<file path="src/rtl/qam_pkg.sv">
// Shared QAM link definitions: symbol width, sign-bit positions and the P2S state encoding.
package qam_pkg;

  localparam int SYM_W   = 2;
  localparam int SIN_IDX = 1;
  localparam int COS_IDX = 0;

  typedef enum logic [1:0] {
    IDLE    = 2'd0,
    SEND_HI = 2'd1,
    SEND_LO = 2'd2
  } p2s_state_t;

endpackage

</file>
<file path="src/rtl/sym_fifo.sv">
// Small synchronous symbol FIFO; DEPTH must be a power of two so the pointers wrap naturally.
module sym_fifo
  import qam_pkg::*;
#(
  parameter  int WIDTH = SYM_W,
  parameter  int DEPTH = 2,
  localparam int AW    = $clog2(DEPTH),
  localparam int CW    = AW + 1
) (
  input  logic             clock,
  input  logic             reset,
  input  logic             push,
  input  logic [WIDTH-1:0] wr_data,
  input  logic             pop,
  output logic [WIDTH-1:0] rd_data,
  output logic             full,
  output logic             empty,
  output logic [CW-1:0]    count
);

  logic [WIDTH-1:0] mem [DEPTH];
  logic [AW-1:0]    wr_ptr;
  logic [AW-1:0]    rd_ptr;
  logic             do_push;
  logic             do_pop;

  assign full    = (count == CW'(DEPTH));
  assign empty   = (count == '0);
  assign do_push = push && !full;
  assign do_pop  = pop && !empty;
  assign rd_data = mem[rd_ptr];

  always_ff @(posedge clock) begin
    if (do_push) mem[wr_ptr] <= wr_data;
  end

  always_ff @(posedge clock) begin
    if (reset) begin
      wr_ptr <= '0;
      rd_ptr <= '0;
      count  <= '0;
    end else begin
      if (do_push) wr_ptr <= wr_ptr + AW'(1);
      if (do_pop)  rd_ptr <= rd_ptr + AW'(1);
      case ({do_push, do_pop})
        2'b10:   count <= count + CW'(1);
        2'b01:   count <= count - CW'(1);
        default: count <= count;
      endcase
    end
  end

endmodule

</file>
<file path="src/rtl/p2s.sv">
// Demodulator-side parallel-to-serial converter: buffers 2-bit symbols and emits sin bit then
// cos bit, each held BIT_PERIOD cycles and flagged by a one-cycle data_change strobe.
module p2s
  import qam_pkg::*;
#(
  parameter int BIT_PERIOD = 4,
  parameter int FIFO_DEPTH = 2
) (
  input  logic             clock,
  input  logic             reset,
  input  logic             sym_valid,
  input  logic [SYM_W-1:0] elojel_sin_cos,
  output logic             sym_ready,
  output logic             adat_ki_S,
  output logic             data_change,
  output logic             busy
);

  localparam int              CNTW = $clog2(BIT_PERIOD);
  localparam int              CW   = $clog2(FIFO_DEPTH) + 1;
  localparam logic [CNTW-1:0] LAST = CNTW'(BIT_PERIOD - 1);

  p2s_state_t       state;
  logic [CNTW-1:0]  cnt;
  logic             lo_bit;
  logic [SYM_W-1:0] rd_data;
  logic             full;
  logic             empty;
  logic [CW-1:0]    count;
  logic [CW-1:0]    count_next;
  logic             last;
  logic             push_en;
  logic             pop_en;
  logic             to_idle;

  sym_fifo #(
    .WIDTH (SYM_W),
    .DEPTH (FIFO_DEPTH)
  ) u_fifo (
    .clock   (clock),
    .reset   (reset),
    .push    (push_en),
    .wr_data (elojel_sin_cos),
    .pop     (pop_en),
    .rd_data (rd_data),
    .full    (full),
    .empty   (empty),
    .count   (count)
  );

  // Pops happen only from IDLE or on the final SEND_LO cycle, which gives the gapless turnaround.
  always_comb begin
    last       = (cnt == LAST);
    push_en    = sym_valid && sym_ready && !full;
    pop_en     = !empty && ((state == IDLE) || ((state == SEND_LO) && last));
    count_next = count;
    if (push_en && !pop_en)      count_next = count + CW'(1);
    else if (!push_en && pop_en) count_next = count - CW'(1);
    to_idle    = !pop_en && ((state == IDLE) || ((state == SEND_LO) && last));
  end

  // sym_ready looks only at the next FIFO count, never at a same-cycle pop.
  always_ff @(posedge clock) begin
    if (reset) begin
      sym_ready <= 1'b0;
      busy      <= 1'b0;
    end else begin
      sym_ready <= (count_next != CW'(FIFO_DEPTH));
      busy      <= !to_idle || (count_next != '0);
    end
  end

  always_ff @(posedge clock) begin
    if (reset) begin
      state       <= IDLE;
      cnt         <= '0;
      lo_bit      <= 1'b0;
      adat_ki_S   <= 1'b0;
      data_change <= 1'b0;
    end else begin
      case (state)
        IDLE: begin
          cnt         <= '0;
          data_change <= 1'b0;
          if (pop_en) begin
            state       <= SEND_HI;
            lo_bit      <= rd_data[COS_IDX];
            adat_ki_S   <= rd_data[SIN_IDX];
            data_change <= 1'b1;
          end
        end
        SEND_HI: begin
          if (last) begin
            state       <= SEND_LO;
            cnt         <= '0;
            adat_ki_S   <= lo_bit;
            data_change <= 1'b1;
          end else begin
            cnt         <= cnt + CNTW'(1);
            data_change <= 1'b0;
          end
        end
        SEND_LO: begin
          if (last) begin
            cnt <= '0;
            if (pop_en) begin
              state       <= SEND_HI;
              lo_bit      <= rd_data[COS_IDX];
              adat_ki_S   <= rd_data[SIN_IDX];
              data_change <= 1'b1;
            end else begin
              state       <= IDLE;
              data_change <= 1'b0;
            end
          end else begin
            cnt         <= cnt + CNTW'(1);
            data_change <= 1'b0;
          end
        end
        default: begin
          state       <= IDLE;
          cnt         <= '0;
          data_change <= 1'b0;
        end
      endcase
    end
  end

endmodule

</file>
<file path="config.mk">
export PLATFORM = sky130hd
export DESIGN_NAME = p2s
export DESIGN_NICKNAME = d
export VERILOG_FILES = /design/src/rtl/qam_pkg.sv /design/src/rtl/sym_fifo.sv /design/src/rtl/p2s.sv
export SDC_FILE = /design/constraint.sdc
export NUM_CORES = 1
export LEC_CHECK = 0
export BUFFER_PORTS_ARGS = -buffer_cell sky130_fd_sc_hd__buf_4
export CORE_ASPECT_RATIO = 1.25
export CORE_MARGIN = 5
export CORE_UTILIZATION = 30
export CTS_CLUSTER_SIZE = 25
export DETAILED_ROUTE_END_ITERATION = 12
export GPL_TIMING_DRIVEN = 1
export HOLD_SLACK_MARGIN = 0.12
export PLACE_DENSITY = 0.49
export SETUP_SLACK_MARGIN = 0.2
export SYNTH_ARGS = -nofsm -noshare
export SYNTH_HDL_FRONTEND = slang
export SYNTH_SLANG_ARGS = --single-unit
</file>
<file path="constraint.sdc">
create_clock -name clock -period 1.8 [get_ports clock]
set_input_delay 0.18 -clock clock [delete_from_list [all_inputs] [get_ports clock]]
set_output_delay 0.18 -clock clock [all_outputs]
set_load 0.02 [all_outputs]
</file>
* Word-level counts from Yosys, hierarchy flattened
Memories as Yosys holds them, arrays and structs flattened. A register that Yosys moved wholly into a read port is not among the register bits.
Cells that the tools add are included.
** Storage, ports and cells
- Flip-flop bits (word level) :: 13
- Bits in writable memories :: 4
- Bits of input ports :: 5
- Output and inout bits :: 4
- Logic and storage cells :: 77
- Memories kept :: 1
** Memory list
- u_fifo.mem :: words 2, bits a word 2, rd ports 1, clocked after Yosys merged registers in 1, wr ports 1, line sym_fifo.sv:21 : logic [WIDTH-1:0] mem [DEPTH];
** Operators by class
- $add $sub $neg :: 5
- Equality and inequality tests :: 10
- Mux-type cells :: 23
- Bitwise logic cells :: 1
- Reduce and logical (&&, ||, !) cells :: 27
** Operators by type and width (count)
- $mux W1 :: 13
- $mux W2 :: 5
- $logic_and A1 B1 Y1 :: 9
- $eq A2 B2 Y1 const B :: 4
- $ne A2 B2 Y1 const B :: 3
- $pmux W1 S3 :: 2
- $pmux W2 S3 :: 1
- $reduce_and A3 Y1 :: 2
- $reduce_bool A2 Y1 :: 3
- $logic_not A1 Y1 :: 5
- $add A2 B1 Y2 const B :: 2
- $eq A2 B1 Y1 const B :: 2
- $logic_not A2 Y1 :: 2
- $pmux W2 S2 :: 1
- $reduce_bool A3 Y1 :: 1
- $reduce_or A3 Y1 :: 1
- $add A1 B1 Y1 const B :: 2
- $logic_or A1 B1 Y1 :: 2
- $ne A2 B1 Y1 const B :: 1
- $pmux W1 S2 :: 1
- $reduce_and A2 Y1 :: 1
- $reduce_or A2 Y1 :: 1
- $sub A2 B1 Y2 const B :: 1
- $not A1 Y1 :: 1

* Depth between registers and ports, before layout
Gate-level depths: netlist (run 1).
- Word-level depth :: 9
- Gate-level depth with buffers :: 9
- Depth with buffers taken out :: 8

* Hierarchy
From an unflattened synthesis (run 1), not the netlist that was laid out.
** Unflattened totals
- Cell total of the unflattened synthesis :: 90
- Area total of the unflattened synthesis :: 898.4 µm²
** Modules (own cells, without submodules)
- p2s :: instances 1, cells an instance 58, area each 531.8 µm², seq. area each 180.2 µm²
- sym_fifo :: instances 1, cells an instance 32, area each 366.6 µm², seq. area each 220.2 µm²

* Least setup slack after synthesis (run 1)
Ideal clock, no wire load.
- Path type :: flip-flop to flip-flop
- From :: register state[0]
- To :: register u_fifo.count[0]
- Library setup time :: 0.128 ns
- Data arrival time :: 1.583 ns
- Required time :: 1.672 ns
- Slack :: 0.089 ns
- Stages on the path, launching flop included :: 8
- Path buffers :: 0
- Period minus slack after synthesis :: 1.711 ns
- Path through :: dfxtp_1 inv_1 ha_1 a21oi_2 nor2_8 ha_1 xor2_1 nor2_1
** Between the ends
- Longest elaborated chain between the ends :: 7
- Elaborated cells between the ends (all ways) :: 10
- Classes of those cells :: 3 x eq/ne; 1 x mux; 6 x reduce/logical
** Ends and longest elaborated chain
- start, declared :: line p2s.sv:23 : p2s_state_t state;
- start signal, assigned :: line p2s.sv:75 : state <= IDLE;
- start signal, assigned :: line p2s.sv:86 : state <= SEND_HI;
- start signal, assigned :: line p2s.sv:94 : state <= SEND_LO;
- $eq A2 B2 Y1 :: line p2s.sv:55 : pop_en = !empty && ((state == IDLE) || ((state == SEND_LO) && last));
- $logic_and A1 B1 Y1 :: line p2s.sv:55
- $logic_or A1 B1 Y1 (*) :: line p2s.sv:55
- $logic_and A1 B1 Y1 (*) :: line p2s.sv:55
- $logic_and A1 B1 Y1 (*) :: line sym_fifo.sv:30 : assign do_pop = pop && !empty;
- via u_fifo.do_pop :: line sym_fifo.sv:25 : logic do_pop;
- $eq A2 B1 Y1 or $eq A2 B2 Y1 (tied branches) :: line sym_fifo.sv:45 : case ({do_push, do_pop})
- $pmux W2 S2 or $reduce_bool A2 Y1 (tied branches)
- end signal, assigned :: line sym_fifo.sv:46 : 2'b10: count <= count + CW'(1);
- end signal, assigned :: line sym_fifo.sv:47 : 2'b01: count <= count - CW'(1);
- end signal, assigned :: line sym_fifo.sv:48 : default: count <= count;
- end, declared :: line sym_fifo.sv:18 : output logic [CW-1:0] count
Mark *: on every way through the listed nets, which the timed path passes. The rest lies on a longest branch.
A chain may end at the register's enable or synchronous reset.

* Final worst setup path (run 1)
- From :: register state[0]
- To :: register u_fifo.count[1]
The elaborated chain is that of the path after synthesis.

==> results.txt, run 1 <==
- Avg Vias per Cell: between 4 and 5
- Number of antenna violations at the first check in global routing: 0
- Measured along the x axis, the die boundary spans slightly below 60 um.
* Total detailed-routing wirelength: approximately 1.6 mm
* Run status: completed
* Fraction of synthesized cell area taken by the top area cell type: 32.2%
* Compound-Gate Fraction of Synth Area: 10.2%
- Clock tree from TritonCTS: yes
- Count of distinct cell types in the synthesized netlist: 29
* H-tree levels: 1
- Final period demand of the worst path: roughly 1.6 ns
- By area the synthesized netlist is led by sky130_fd_sc_hd__dfxtp_1 32%, sky130_fd_sc_hd__edfxtp_1 14%, sky130_fd_sc_hd__ha_1 13%, sky130_fd_sc_hd__mux2i_1 4.6%, sky130_fd_sc_hd__nor2_1 3.5%.
- Startpoint of the worst hold path: reset
- Share of the cycle needed by the critical path after routing: between 80 and 90%
- Sequential cells were found to cover ~46% of the synthesized design area.
* Number of max-slew violations in the final report: 0
- Hpwl dp: approximately 1.2 mm
- On the final layout, the worst clock skew is between 0.009 and 0.01 ns.
- Max-capacitance violation count: 0
- Ratio of cells with drive above 1 in the final layout: around a quarter
- Largest net degree at the start of global routing: 16
* Maximum clock path buffer count: 2
- For this block, the via count after detailed routing is ~630.
- Adder and majority gate portion of the synthesized area: 12.9%
- Commonest non-fill, non-tap cells in the layout: 11 x sky130_fd_sc_hd__dfxtp_1, 11 x sky130_fd_sc_hd__buf_4, 8 x sky130_fd_sc_hd__nor2_1
- In the final routed layout, each cell accounts on average for 12.0 um.
* Post-route DRC violation count: 0
* IR drop worst, VDD: approximately 0.79 mV
- Once the floorplan was initialized, standard cells occupied between 30% and 40% of the core.
- The critical path starts at state[0].
- For the pin with the worst max-slew slack, the measured transition is 0.319 ns.
* Starting DRT DRC Count: 6
* Post-layout net count: 115
- Type of origin of the critical path: register
- STA puts the critical path data arrival time at roughly 1.7 ns.
* Pwr Density: roughly 1700 nW/um2
- Cell taking the most area after synthesis: sky130_fd_sc_hd__dfxtp_1
* Worst max-slew margin expressed relative to the limit: between 70% and 80%
* Power share of the sequential group: between 30% and 40%
- Average instance area after synthesis: between 10 and 15 um2
- After clock tree synthesis, the clock-pin slew on the worst setup and hold paths is roughly 0.10 ns.
- Synthesis produced 84 cells.
- At the end of routability-driven placement, the weighted congestion stood at 0.741.
- Clock network fraction of design power: a little over a tenth
- The clock reaches the later pin of the worst-skew pair after 0.29 ns.
- Counting every net in the synthesized netlist gives ~100.
- Remaining antenna violation count: 0
- Internal power: between 0.001 and 0.0015 W
* Worst EP required: 1.98 ns
- Buffers placed on the I/O ports in this run total 8.
- Xor/xnor share of the synthesized area: roughly 5.0%
- After Yosys synthesis, and, or, nand and nor cells account for between 10% and 20% of the synthesized area.
- In this run the cell area of the synthesized design comes to between 800 and 900 um2.
- Setup repair after global routing could not meet its margin everywhere.
- The first global-routing pass estimated 2.85 mm of wire.
- Net switching power figure: between 0.0007 and 0.0008 W
- Fraction of synthesized area in multiplexers: roughly 4.6%
- Startpoint-to-endpoint class of the critical path: register to register
* # rows: 21
- During I/O placement, the number of pins put on the boundary was 9.
- Aggregate global-route resource usage: a little under 9%
- During synthesis, Yosys emitted a total of 0 warnings.
* Via count of the first global-routing pass: 664
- Combinational logic burns between 50% and 60% of the power.
* Die Ht: about 70 um
- Worst r2r src: state[0]
- Endpoint type of the worst setup path: register
- Total Power: around 0.0018 W
- Number of diodes added for antenna fixing: 0
- Clk sink count: 18
* Total Neg Setup Slack: 0 ns
- The total area inside the core boundary comes to between 2000 and 3000 um2.
- Timing-limited maximum frequency: between 0.6 and 0.7 GHz
- The final hold violation count was 0.
- Die outline area: 4080 um2
- Total clock buffers created by CTS: 3
* Flop and latch count out of synthesis: 18
- After synthesis, the largest family of logic cells by area is simple AND/OR/NAND/NOR gates.
* Static power due to leakage: 0.431 nW
* Maximum fanout along the worst path: 8
- The min-delay analysis places its worst path in the category input pin to register.
* Area overhead of the layout relative to synthesis: 25.2%
* Count of fill cells added during filler insertion: ~290
- # setup viols final: 0
- Net switching is around two fifths of the power.
* Remaining global-route overflow: 0
* Drt pass-1 iters: 2
- The tree is rooted in a sky130_fd_sc_hd__clkbuf_4.
[metrics by stage]
step                worst slack, ns  cell area, um2  cells  hold WS [ns]  util [%]
floorplan                     0.212             891     84         0.257         -
global placement              0.191             992    125         0.368      36.3
detailed placement            0.160             992    125         0.371      36.3
CTS                           0.216            1060    133         0.156      38.8
global route                  0.159            1090    134         0.167      39.8
finish                        0.248            1090    134         0.169      39.8
[logic make-up (layout without fill, tap and decap cells)]
group	Yosys count	after routing
compound gates	13	13
simple gates	26	26
mux	4	4
fa+ha+maj	9	9
buf+inv	9	25
xor+xnor	5	5
flops	18	18
[registers in the layout, indices dropped and copies added, names as in the netlist, named ones only]
| signal | count |
|---|---|
| adat_ki_S | 1 |
| busy | 1 |
| cnt | 2 |
| data_change | 1 |
| lo_bit | 1 |
| state | 2 |
| sym_ready | 1 |
| u_fifo.count | 2 |
| u_fifo.mem | 4 |
| u_fifo.rd_ptr | 1 |
| u_fifo.wr_ptr | 1 |
[power by group through the flow]
| stage | combinational [W] | sequential [W] | clock, W |
|---|---|---|---|
| final | 0.000997 | 0.000635 | 0.000201 |
| after CTS | 0.000952 | 0.000630 | 0.000213 |
| after floorplan | 0.000665 | 0.000670 | 0 |
| after detailed placement | 0.000890 | 0.000644 | 0 |
| after global placement | 0.000889 | 0.000638 | 0 |
| after global routing | 0.00109 | 0.000653 | 0.000237 |
[layout make-up]
type                       instances  area (um2)  area share, %
sequential                        18         412           37.8
clock buffer                       3        22.5           2.07
timing repair buffer              14         114           10.5
inverter                           7        28.8           2.64
clock inverter                     1        3.75          0.345
multi-input combinational         57         465           42.8
tap                               34        42.5           3.91
[metal layers]
layer  share of wire, %  vias to the layer above  GRT usage (%)
met1                 43                      295           10.3
met4               0.81                        0           3.87
met3                2.6                        2           1.84
met2                 53                        5           15.1
met5                  0                        -              0
li1                   -                      325              -
[worst paths after layout]
kind | end | slack [ns] | cells after the start
hold / removal | state[1] | 0.17 | 2
setup / recovery | u_fifo.count[1] | 0.25 | 8
setup reg to reg | u_fifo.count[1] | 0.25 | 8
hold reg to reg | cnt[0] | 0.44 | 1
[Yosys cell counts]
master	n
sky130_fd_sc_hd__and3b_1	1
sky130_fd_sc_hd__a21oi_1	3
sky130_fd_sc_hd__nor2_8	1
sky130_fd_sc_hd__a21oi_2	1
sky130_fd_sc_hd__nor4bb_1	1
sky130_fd_sc_hd__nor2_1	8
sky130_fd_sc_hd__xnor2_1	3
sky130_fd_sc_hd__a32oi_1	1
sky130_fd_sc_hd__o21bai_1	1
sky130_fd_sc_hd__o21ai_0	2
sky130_fd_sc_hd__and2_1	1
sky130_fd_sc_hd__nand3_1	3
sky130_fd_sc_hd__xor2_1	2
sky130_fd_sc_hd__nor3_1	2
sky130_fd_sc_hd__ha_1	9
sky130_fd_sc_hd__a31oi_1	1
sky130_fd_sc_hd__clkbuf_1	1
sky130_fd_sc_hd__a211oi_1	1
sky130_fd_sc_hd__nand2_1	4
sky130_fd_sc_hd__inv_1	7
sky130_fd_sc_hd__a311oi_1	2
sky130_fd_sc_hd__mux2i_1	4
sky130_fd_sc_hd__dfxtp_1	14
sky130_fd_sc_hd__o31ai_1	1
sky130_fd_sc_hd__nor4b_1	1
sky130_fd_sc_hd__nand2b_1	3
sky130_fd_sc_hd__buf_2	1
sky130_fd_sc_hd__edfxtp_1	4
sky130_fd_sc_hd__or3_1	1
[worst max-delay path: stages (launching register included)]
cell	delay (ns)
sky130_fd_sc_hd__dfxtp_4	0.36
sky130_fd_sc_hd__inv_1	0.07
sky130_fd_sc_hd__ha_2	0.22
sky130_fd_sc_hd__a21oi_4	0.23
sky130_fd_sc_hd__nor2_8	0.08
sky130_fd_sc_hd__ha_4	0.17
sky130_fd_sc_hd__xor2_1	0.15
sky130_fd_sc_hd__nor2_1	0.12
sky130_fd_sc_hd__a211oi_2	0.05
[repair_timing]
action                                  in CTS  in global routing
pin swaps                                    1                  1
endpoints found under the setup margin       2                  4
gates cloned                                 0                  0
endpoints found under the hold margin        4                  0
buffers inserted                             2                  1
hold buffers                                 2                  0
gates resized for setup                      4                  8
No activity file was read; power rests on OpenSTA's default activity.
==> inputs of run 2 (changes only) <==
--- a/config.mk
+++ b/config.mk
@@ -14,7 +14,7 @@
 export GPL_TIMING_DRIVEN = 1
 export HOLD_SLACK_MARGIN = 0.12
 export PLACE_DENSITY = 0.49
-export SETUP_SLACK_MARGIN = 0.2
+export SETUP_SLACK_MARGIN = 0.4
 export SYNTH_ARGS = -nofsm -noshare
 export SYNTH_HDL_FRONTEND = slang
 export SYNTH_SLANG_ARGS = --single-unit
==> run 2 against run 1 <==
Effect of this change:
- non-clock buffer count up 10
- largest cell class unchanged
- first-iteration DRC count is 50% higher
- fmax up 3.1%
- design area up 16%
- clock skew shrank 0.0014 ns
- sequential cell count unchanged
- final cell count is 7.5% higher
- largest power group unchanged
- clock power grew 4%
- global-route usage rose by 0.49 points
- critical endpoint unchanged
- wire length rose by 9.3%
==> results.txt, run 2 (synthesis gave the netlist of run 1 again) <==
- The class of the most critical setup path is register to register (unchanged).
- Max FFs per register: 4 (unchanged)
- H-tree levels: 1 (unchanged)
* Startpoint of the worst hold path: reset (unchanged)
* Port buffer count: 8 (unchanged)
- Count of fill cells added during filler insertion: 260 (was 293)
- The reg-to-reg setup timing slack is 0.30 ns (was 0.25 ns).
- The worst relative slew slack was 83.4% (was 78.7%).
- The power consumption came to 0.00211 W (was 0.00183 W).
- The start of the worst register-to-register path is u_fifo.count[0] (was state[0]).
- The element type at the critical path end is a register (unchanged).
* Root cell of the clock tree: sky130_fd_sc_hd__clkbuf_4 (unchanged)
- Final period demand of the worst path: 1.50 ns (was 1.55 ns)
- Worst hold path class: input pin to register (unchanged)
- The static leakage is 0.493 nW (was 0.431 nW).
- Maximum clock path buffer count: 2 (unchanged)
- The worst stage delay on the critical path is 0.37 ns (was 0.36 ns).
* # rows: 21 (unchanged)
- Commonest non-fill, non-tap cells in the layout: 20 x sky130_fd_sc_hd__buf_4, 10 x sky130_fd_sc_hd__dfxtp_1, 7 x sky130_fd_sc_hd__nor2_1 (was 11 x sky130_fd_sc_hd__dfxtp_1, 11 x sky130_fd_sc_hd__buf_4, 8 x sky130_fd_sc_hd__nor2_1)
- Total detailed-routing wirelength: 1.76 mm (was 1.61 mm)
- The endpoint of the worst-slack reg-to-reg timing path is u_fifo.count[1] (unchanged).
- The peak fanout along the critical path is 4 (was 8).
* Type of origin of the critical path: register (unchanged)
- Total Neg Setup Slack: 0 ns (unchanged)
- Die outline area: 4080 um2 (unchanged)
- The arrival time of data at the critical path endpoint is 1.70 ns (was 1.73 ns).
* Ratio of cells with drive above 1 in the final layout: 42.7% (was 26.0%)
- Post-route DRC violation count: 0 (unchanged)
* Core Area: 2730 um2 (unchanged)
* Largest register by flop count: u_fifo.mem (unchanged)
- R2R depth: 8 (unchanged)
- The total number of vias came to 693 (was 627).
- The post-route clock period utilization came to 83.6% (was 86.2%).
- The global router's overall resource usage came to 9.32% (was 8.82%).
- The total count of max-transition violations in the final report is 0 (unchanged).
* Timing-limited maximum frequency: 0.665 GHz (was 0.644 GHz)
* Wire length of the first global-routing pass: 2.99 mm (was 2.85 mm)
* Clk sink count: 18 (unchanged)
- The clock-pin slew of the registers on the worst-case setup and hold paths is 0.11 ns (was 0.10 ns).
* Hpwl dp: 1.09 mm (was 1.20 mm)
- The number of cells traversed by the worst hold path was 2 (unchanged).
* Hold Vio Cnt, Final: 0 (unchanged)
* Count of pins on the block boundary: 9 (unchanged)
* Combined buffer and inverter count along the critical path: 2 (was 1)
- The worst setup slack before clock tree synthesis was 0.187 ns (was 0.160 ns).
- # setup viols final: 0 (unchanged)
- Cell-by-cell listing of the critical path: inv_4 -> ha_4 -> and3b_2 -> inv_4 -> ha_4 -> xor2_1 -> nor2_1 -> a211oi_1 (was inv_1 -> ha_2 -> a21oi_4 -> nor2_8 -> ha_4 -> xor2_1 -> nor2_1 -> a211oi_2)
- IR drop worst, VDD: 0.978 mV (was 0.787 mV)
- The total power density per cell area is 1670 nW/um2 (was 1680 nW/um2).
* Average wire per standard cell: 12.2 um (was 12.0 um)
- Worst-path cell with the longest stage delay: sky130_fd_sc_hd__dfxtp_2 (was sky130_fd_sc_hd__dfxtp_4)
- Remaining global-route overflow: 0 (unchanged)
* Worst EP required: 2.00 ns (was 1.98 ns)
- RSZ-0062 raised after global routing: yes (unchanged).
- Avg Vias per Cell: 4.81 (was 4.68)
* Horiz. Die Dim: 58.2 um (unchanged)
- The vertical extent of the die was 70.2 um (unchanged).
- The number of design-rule violations left by the first detailed-router iteration came to 9 (was 6).
- Setup Skew: 0.00829 ns (was 0.00970 ns)
* Post-layout net count: 125 (was 115)
- The number of inserted diodes is 0 (unchanged).
- Remaining antenna violation count: 0 (unchanged)
* Total clock buffers created by CTS: 3 (unchanged)
- Number of antenna violations at the first check in global routing: 0 (unchanged)
- The effective utilization at floorplan was 31.8% (unchanged).
* Max-capacitance violation count: 0 (unchanged)
- The area added between synthesis and finish was 44.7% (was 25.2%).
- Run status: completed (unchanged)
- Cell class contributing the biggest share of worst-path delay: flip-flops (was adder cells)
- Final weighted congestion in routability-driven placement: 0.777 (was 0.741)
- The latest clock arrival within the worst-skew pair came to 0.29 ns (about the same).
- The via count of the first global-routing pass came to 705 (was 664).
- The transition time at the pin with the least slew margin was 0.247 ns (was 0.319 ns).
- Most frequent standard cell in the layout excluding fill and tap cells: sky130_fd_sc_hd__buf_4
- The first-pass iteration count of the detailed router was 4 (was 2).
- The CTS tree is yes (unchanged).
- Largest net degree at the start of global routing: 16 (unchanged)
- The end point of the most critical hold path is u_fifo.count[0] (was state[1]).
- The final worst slack came to 0.295 ns (was 0.248 ns).
==> run 2: cell types whose count changed in the layout (fill, tap and decap cells not counted), sizes merged <==
cell,before,now
buf,12,22
==> run 2: how the worst max path moves through the flow <==
stage / from / endpoint / cells after the start
finish: u_fifo.count[0] / u_fifo.count[1] / 8
global route: u_fifo.count[0] / u_fifo.count[1] / 8
CTS: u_fifo.count[0] / u_fifo.count[1] / 8
detailed placement: u_fifo.count[0] / u_fifo.count[1] / 8
global placement: u_fifo.count[0] / u_fifo.count[1] / 8
floorplan: u_fifo.count[0] / u_fifo.count[0] / 8
==> run 2: per-layer routing <==
layer  vias to the layer above  track usage [%]  share of wire (%)
met5                         -                0                  0
met4                         0             5.41                2.3
li1                        346                -                  -
met1                       336             10.4                 38
met2                         7             15.8                 56
met3                         4             2.03                3.0
==> run 2: metrics by stage <==
stage | util [%] | cells | area (um2) | hold WS [ns]
final | 46.1 | 144 | 1260 | 0.159
after global routing | 46.1 | 144 | 1260 | 0.174
after CTS | 43.3 | 140 | 1180 | 0.159
after detailed placement | 37.0 | 124 | 1010 | 0.370
after global placement | 37.0 | 124 | 1010 | 0.371
after floorplan | - | 84 | 922 | 0.257
==> run 2: where the power goes <==
group	internal (W)	switching [W]	leakage (nW)
Sequential	0.000560	0.0000967	0.154
Clock	0.0000804	0.000128	0.0154
Combinational	0.000657	0.000586	0.323
==> run 2: worst register-to-register path, cell delays in order, from the launching register on <==
cell and delay, ns:
sky130_fd_sc_hd__dfxtp_2 0.37, sky130_fd_sc_hd__inv_4 0.05, sky130_fd_sc_hd__ha_4 0.14, sky130_fd_sc_hd__and3b_2 0.28
sky130_fd_sc_hd__inv_4 0.06, sky130_fd_sc_hd__ha_4 0.15, sky130_fd_sc_hd__xor2_1 0.15, sky130_fd_sc_hd__nor2_1 0.05
sky130_fd_sc_hd__a211oi_1 0.16
==> run 2: cell type report <==
class                           count  area [um2]  share of cell area [%]
Timing Repair Buffer               24         201                    16.0
Multi-Input combinational cell     57         539                    42.8
Tap cell                           34        42.5                    3.38
Clock inverter                      1        3.75                   0.298
Sequential cell                    18         413                    32.8
Inverter                            7        36.3                    2.88
Clock buffer                        3        22.5                    1.79
==> run 2: what timing repair did <==
item / CTS / global route
resized for setup: 14 / 8
hold buffers: 2 / 0
setup buffers: 10 / 4
endpoints found under the hold margin: 4 / 0
endpoints found under the setup margin: 11 / 13
pin swaps: 3 / 6
==> inputs of run 3 (changes only) <==
--- a/config.mk
+++ b/config.mk
@@ -13,7 +13,7 @@
 export DETAILED_ROUTE_END_ITERATION = 12
 export GPL_TIMING_DRIVEN = 1
 export HOLD_SLACK_MARGIN = 0.12
-export PLACE_DENSITY = 0.49
+export PLACE_DENSITY = 0.47
 export SETUP_SLACK_MARGIN = 0.4
 export SYNTH_ARGS = -nofsm -noshare
 export SYNTH_HDL_FRONTEND = slang
==> constraint.sdc (replaced) <==
create_clock -name clock -period 1.4 [get_ports clock]
set_input_delay 0.14 -clock clock [delete_from_list [all_inputs] [get_ports clock]]
set_output_delay 0.14 -clock clock [all_outputs]
set_load 0.02 [all_outputs]
==> run 3 against run 2 <==
Effect of this change:
- the flow now finishes with violations (setup timing)
- count of clock-buffer cells in the layout stayed put
- sequential power increased by 30%
- design area is 13% higher
- sequential share of layout area is 3.9 points lower
- via count down 1.4%
- non-clock buffer count up 7
- clock power grew 26%
- combinational power rose by 60%
- clock skew shrank 0.0027 ns
- power is 47% higher
- critical endpoint unchanged
==> results.txt, run 3 (synthesis gave the netlist of run 1 again) <==
- The clock tree skew after final layout is 0.00557 ns (was 0.00829 ns).
- The clock-pin slew of the registers on the worst-case setup and hold paths was 0.10 ns (was 0.11 ns).
- The placeable core region was 2730 um2 (unchanged).
- The number of placement rows is 21 (unchanged).
- The total number of vias was 683 (was 693).
* Total clock buffers created by CTS: 3 (unchanged)
- Number of diodes added for antenna fixing: 0 (unchanged)
- Clock tree from TritonCTS: yes (unchanged)
- H-tree levels: 1 (unchanged)
- Fin worst setup slack: -0.0607 ns (was 0.295 ns)
- RSZ-0062 raised after global routing: yes (unchanged).
- The final critical delay including setup and external delays came to 1.46 ns (was 1.50 ns).
- Post-layout net count: 132 (was 125)
- The area added between synthesis and finish is 63.2% (was 44.7%).
- The worst supply voltage drop on vdd was 1.09 mV (was 0.978 mV).
* Count of fill cells added during filler insertion: 247 (was 260)
* Type of origin of the critical path: register (unchanged)
* Failing checks: setup timing
- The total count of max-transition violations in the final report came to 0 (unchanged).
- Worst-path cell with the longest stage delay: sky130_fd_sc_hd__dfxtp_2 (unchanged)
- Timing-limited maximum frequency: 0.685 GHz (was 0.665 GHz)
* Share of the cycle needed by the critical path after routing: 104% (was 83.6%)
* Worst EP required: 1.61 ns (was 2.00 ns)
- Worst Max-Slew Pin Slew: 0.180 ns (was 0.247 ns)
* Starting DRT DRC Count: 12 (was 9)
* Average wire per standard cell: 11.7 um (was 12.2 um)
* Most frequent standard cell in the layout excluding fill and tap cells: sky130_fd_sc_hd__buf_4 (unchanged)
* Library cell appearing most often on the critical path: sky130_fd_sc_hd__ha_4
* Combined buffer and inverter count along the critical path: 2 (unchanged)
- The clock sink total came to 18 (unchanged).
* Remaining antenna violation count: 0 (unchanged)
- The worst min-delay path category is input pin to register (unchanged).
- The total negative slack for setup checks is -0.273 ns (was 0 ns).
- Arrival time of the worst setup path: 1.67 ns (was 1.70 ns)
* Largest net degree at the start of global routing: 16 (unchanged)
- The total I/O pin count is 9 (unchanged).
- The vertical extent of the die is 70.2 um (unchanged).
- Smallest hold slack: 0.149 ns (was 0.159 ns)
- The final hold violation count is 0 (unchanged).
* Total Power: 0.00309 W (was 0.00211 W)
* Initial standard-cell utilization of the core: 31.8% (unchanged)
- The register name with the most flops is u_fifo.mem (unchanged).
* Cell class contributing the biggest share of worst-path delay: flip-flops (unchanged)
* Remaining global-route overflow: 0 (unchanged)
- Maximum clock path buffer count: 2 (unchanged)
- Die outline area: 4080 um2 (unchanged)
- Aggregate global-route resource usage: 9.90% (was 9.32%)
- Hpwl dp: 1.32 mm (was 1.09 mm)
- Root cell of the clock tree: sky130_fd_sc_hd__clkbuf_4 (unchanged)
- The DRC violation count after routing came to 0 (unchanged).
* Horiz. Die Dim: 58.2 um (unchanged)
* Port buffer count: 8 (unchanged)
- The worst stage delay on the critical path was 0.35 ns (was 0.37 ns).
* Number of antenna violations at the first check in global routing: 0 (unchanged)
- Total detailed-routing wirelength: 1.76 mm (about the same)
* Clock insertion delay at the later pin of the skew report: 0.29 ns (about the same)
- The via count of the first global-routing pass came to 707 (was 705).
* Pwr Density: 2180 nW/um2 (was 1670 nW/um2)
* Final weighted congestion in routability-driven placement: 0.732 (was 0.777)
- The class of the most critical setup path is register to register (unchanged).
- The first-pass iteration count of the detailed router came to 4 (unchanged).
- Ratio of cells with drive above 1 in the final layout: 53.0% (was 42.7%)
* Maximum fanout along the worst path: 4 (unchanged)
* # setup viols final: 10 (was 0)
* Fin util: 51.9% (was 46.1%)
* Wire length of the first global-routing pass: 3.12 mm (was 2.99 mm)
- Commonest non-fill, non-tap cells in the layout: 24 x sky130_fd_sc_hd__buf_4, 10 x sky130_fd_sc_hd__dfxtp_1, 7 x sky130_fd_sc_hd__nor2_1, 7 x sky130_fd_sc_hd__ha_4 (was 20 x sky130_fd_sc_hd__buf_4, 10 x sky130_fd_sc_hd__dfxtp_1, 7 x sky130_fd_sc_hd__nor2_1).
- Cell-by-cell listing of the critical path: inv_2 -> ha_4 -> and3b_2 -> inv_4 -> ha_4 -> xor2_1 -> nor2_1 -> a211oi_1 (was inv_4 -> ha_4 -> and3b_2 -> inv_4 -> ha_4 -> xor2_1 -> nor2_1 -> a211oi_1).
- Run status: finished with violations (was completed)
* Endpoint type of the worst setup path: register (unchanged)
* Avg Vias per Cell: 4.52 (was 4.81)
- The number of max-capacitance violations reported was 0 (unchanged).
* Static power due to leakage: 0.550 nW (was 0.493 nW)
* Worst max-slew margin expressed relative to the limit: 87.6% (was 83.4%)
- Max FFs per register: 4 (unchanged)
- Placement-stage worst setup slack: -0.118 ns (was 0.187 ns)
==> run 3: cell types whose count changed in the layout (fill, tap and decap cells not counted), moves of 2 or more <==
cell | before | now
sky130_fd_sc_hd__buf_4 | 20 | 24
sky130_fd_sc_hd__buf_6 | 1 | 4
sky130_fd_sc_hd__a21oi_1 | 3 | 1
sky130_fd_sc_hd__a21oi_2 | 0 | 2
sky130_fd_sc_hd__ha_2 | 2 | 0
sky130_fd_sc_hd__ha_4 | 5 | 7
==> run 3: metrics by stage <==
| step | area [um2] | cells |
|---|---|---|
| floorplan | 965 | 84 |
| global placement | 1160 | 138 |
| detailed placement | 1160 | 138 |
| CTS | 1350 | 151 |
| global route | 1420 | 151 |
| finish | 1420 | 151 |
==> run 3: timing repair <==
item,in CTS,in global routing
endpoints found under the setup margin,18,18
hold buffers,2,0
hold endpoints to repair,4,0
pin swaps,13,7
resized for setup,20,9
buffers inserted,7,0
==> run 3: final cells by class <==
cell class | instances | area [um2] | area share, %
multi-input combinational | 57 | 646 | 45.5
sequential | 18 | 410 | 28.9
clock inverter | 1 | 3.75 | 0.265
inverter | 7 | 33.8 | 2.38
clock buffer | 3 | 22.5 | 1.59
timing repair buffer | 31 | 260 | 18.3
tap | 34 | 42.5 | 3.00
==> run 3: power breakdown <==
group	leakage [nW]	switching, W	internal [W]	total (W)
Clock	0.0154	0.000159	0.000104	0.000263
Combinational	0.380	0.000888	0.00109	0.00198
Sequential	0.154	0.000134	0.000716	0.000850
==> run 3: worst paths after layout <==
kind                endpoint             from  cells past startpoint  slack, ns
max          u_fifo.count[1]  u_fifo.count[0]                      8      -0.06
min                   cnt[0]            reset                      2       0.15
max reg2reg  u_fifo.count[1]  u_fifo.count[0]                      8      -0.06
min reg2reg        adat_ki_S        adat_ki_S                      2       0.49
==> run 3: worst reg2reg max path, stage by stage (launching register included) <==
cell and delay (ns):
sky130_fd_sc_hd__dfxtp_2 0.35, sky130_fd_sc_hd__inv_2 0.05, sky130_fd_sc_hd__ha_4 0.14, sky130_fd_sc_hd__and3b_2 0.28
sky130_fd_sc_hd__inv_4 0.05, sky130_fd_sc_hd__ha_4 0.15, sky130_fd_sc_hd__xor2_1 0.15, sky130_fd_sc_hd__nor2_1 0.05
sky130_fd_sc_hd__a211oi_1 0.17
==> run 3: per-layer routing <==
layer | track usage (%) | share of wire [%]
met1 | 11.4 | 42
met4 | 5.41 | 0.79
met2 | 16.6 | 55
met3 | 2.03 | 2.9
met5 | 0 | 0
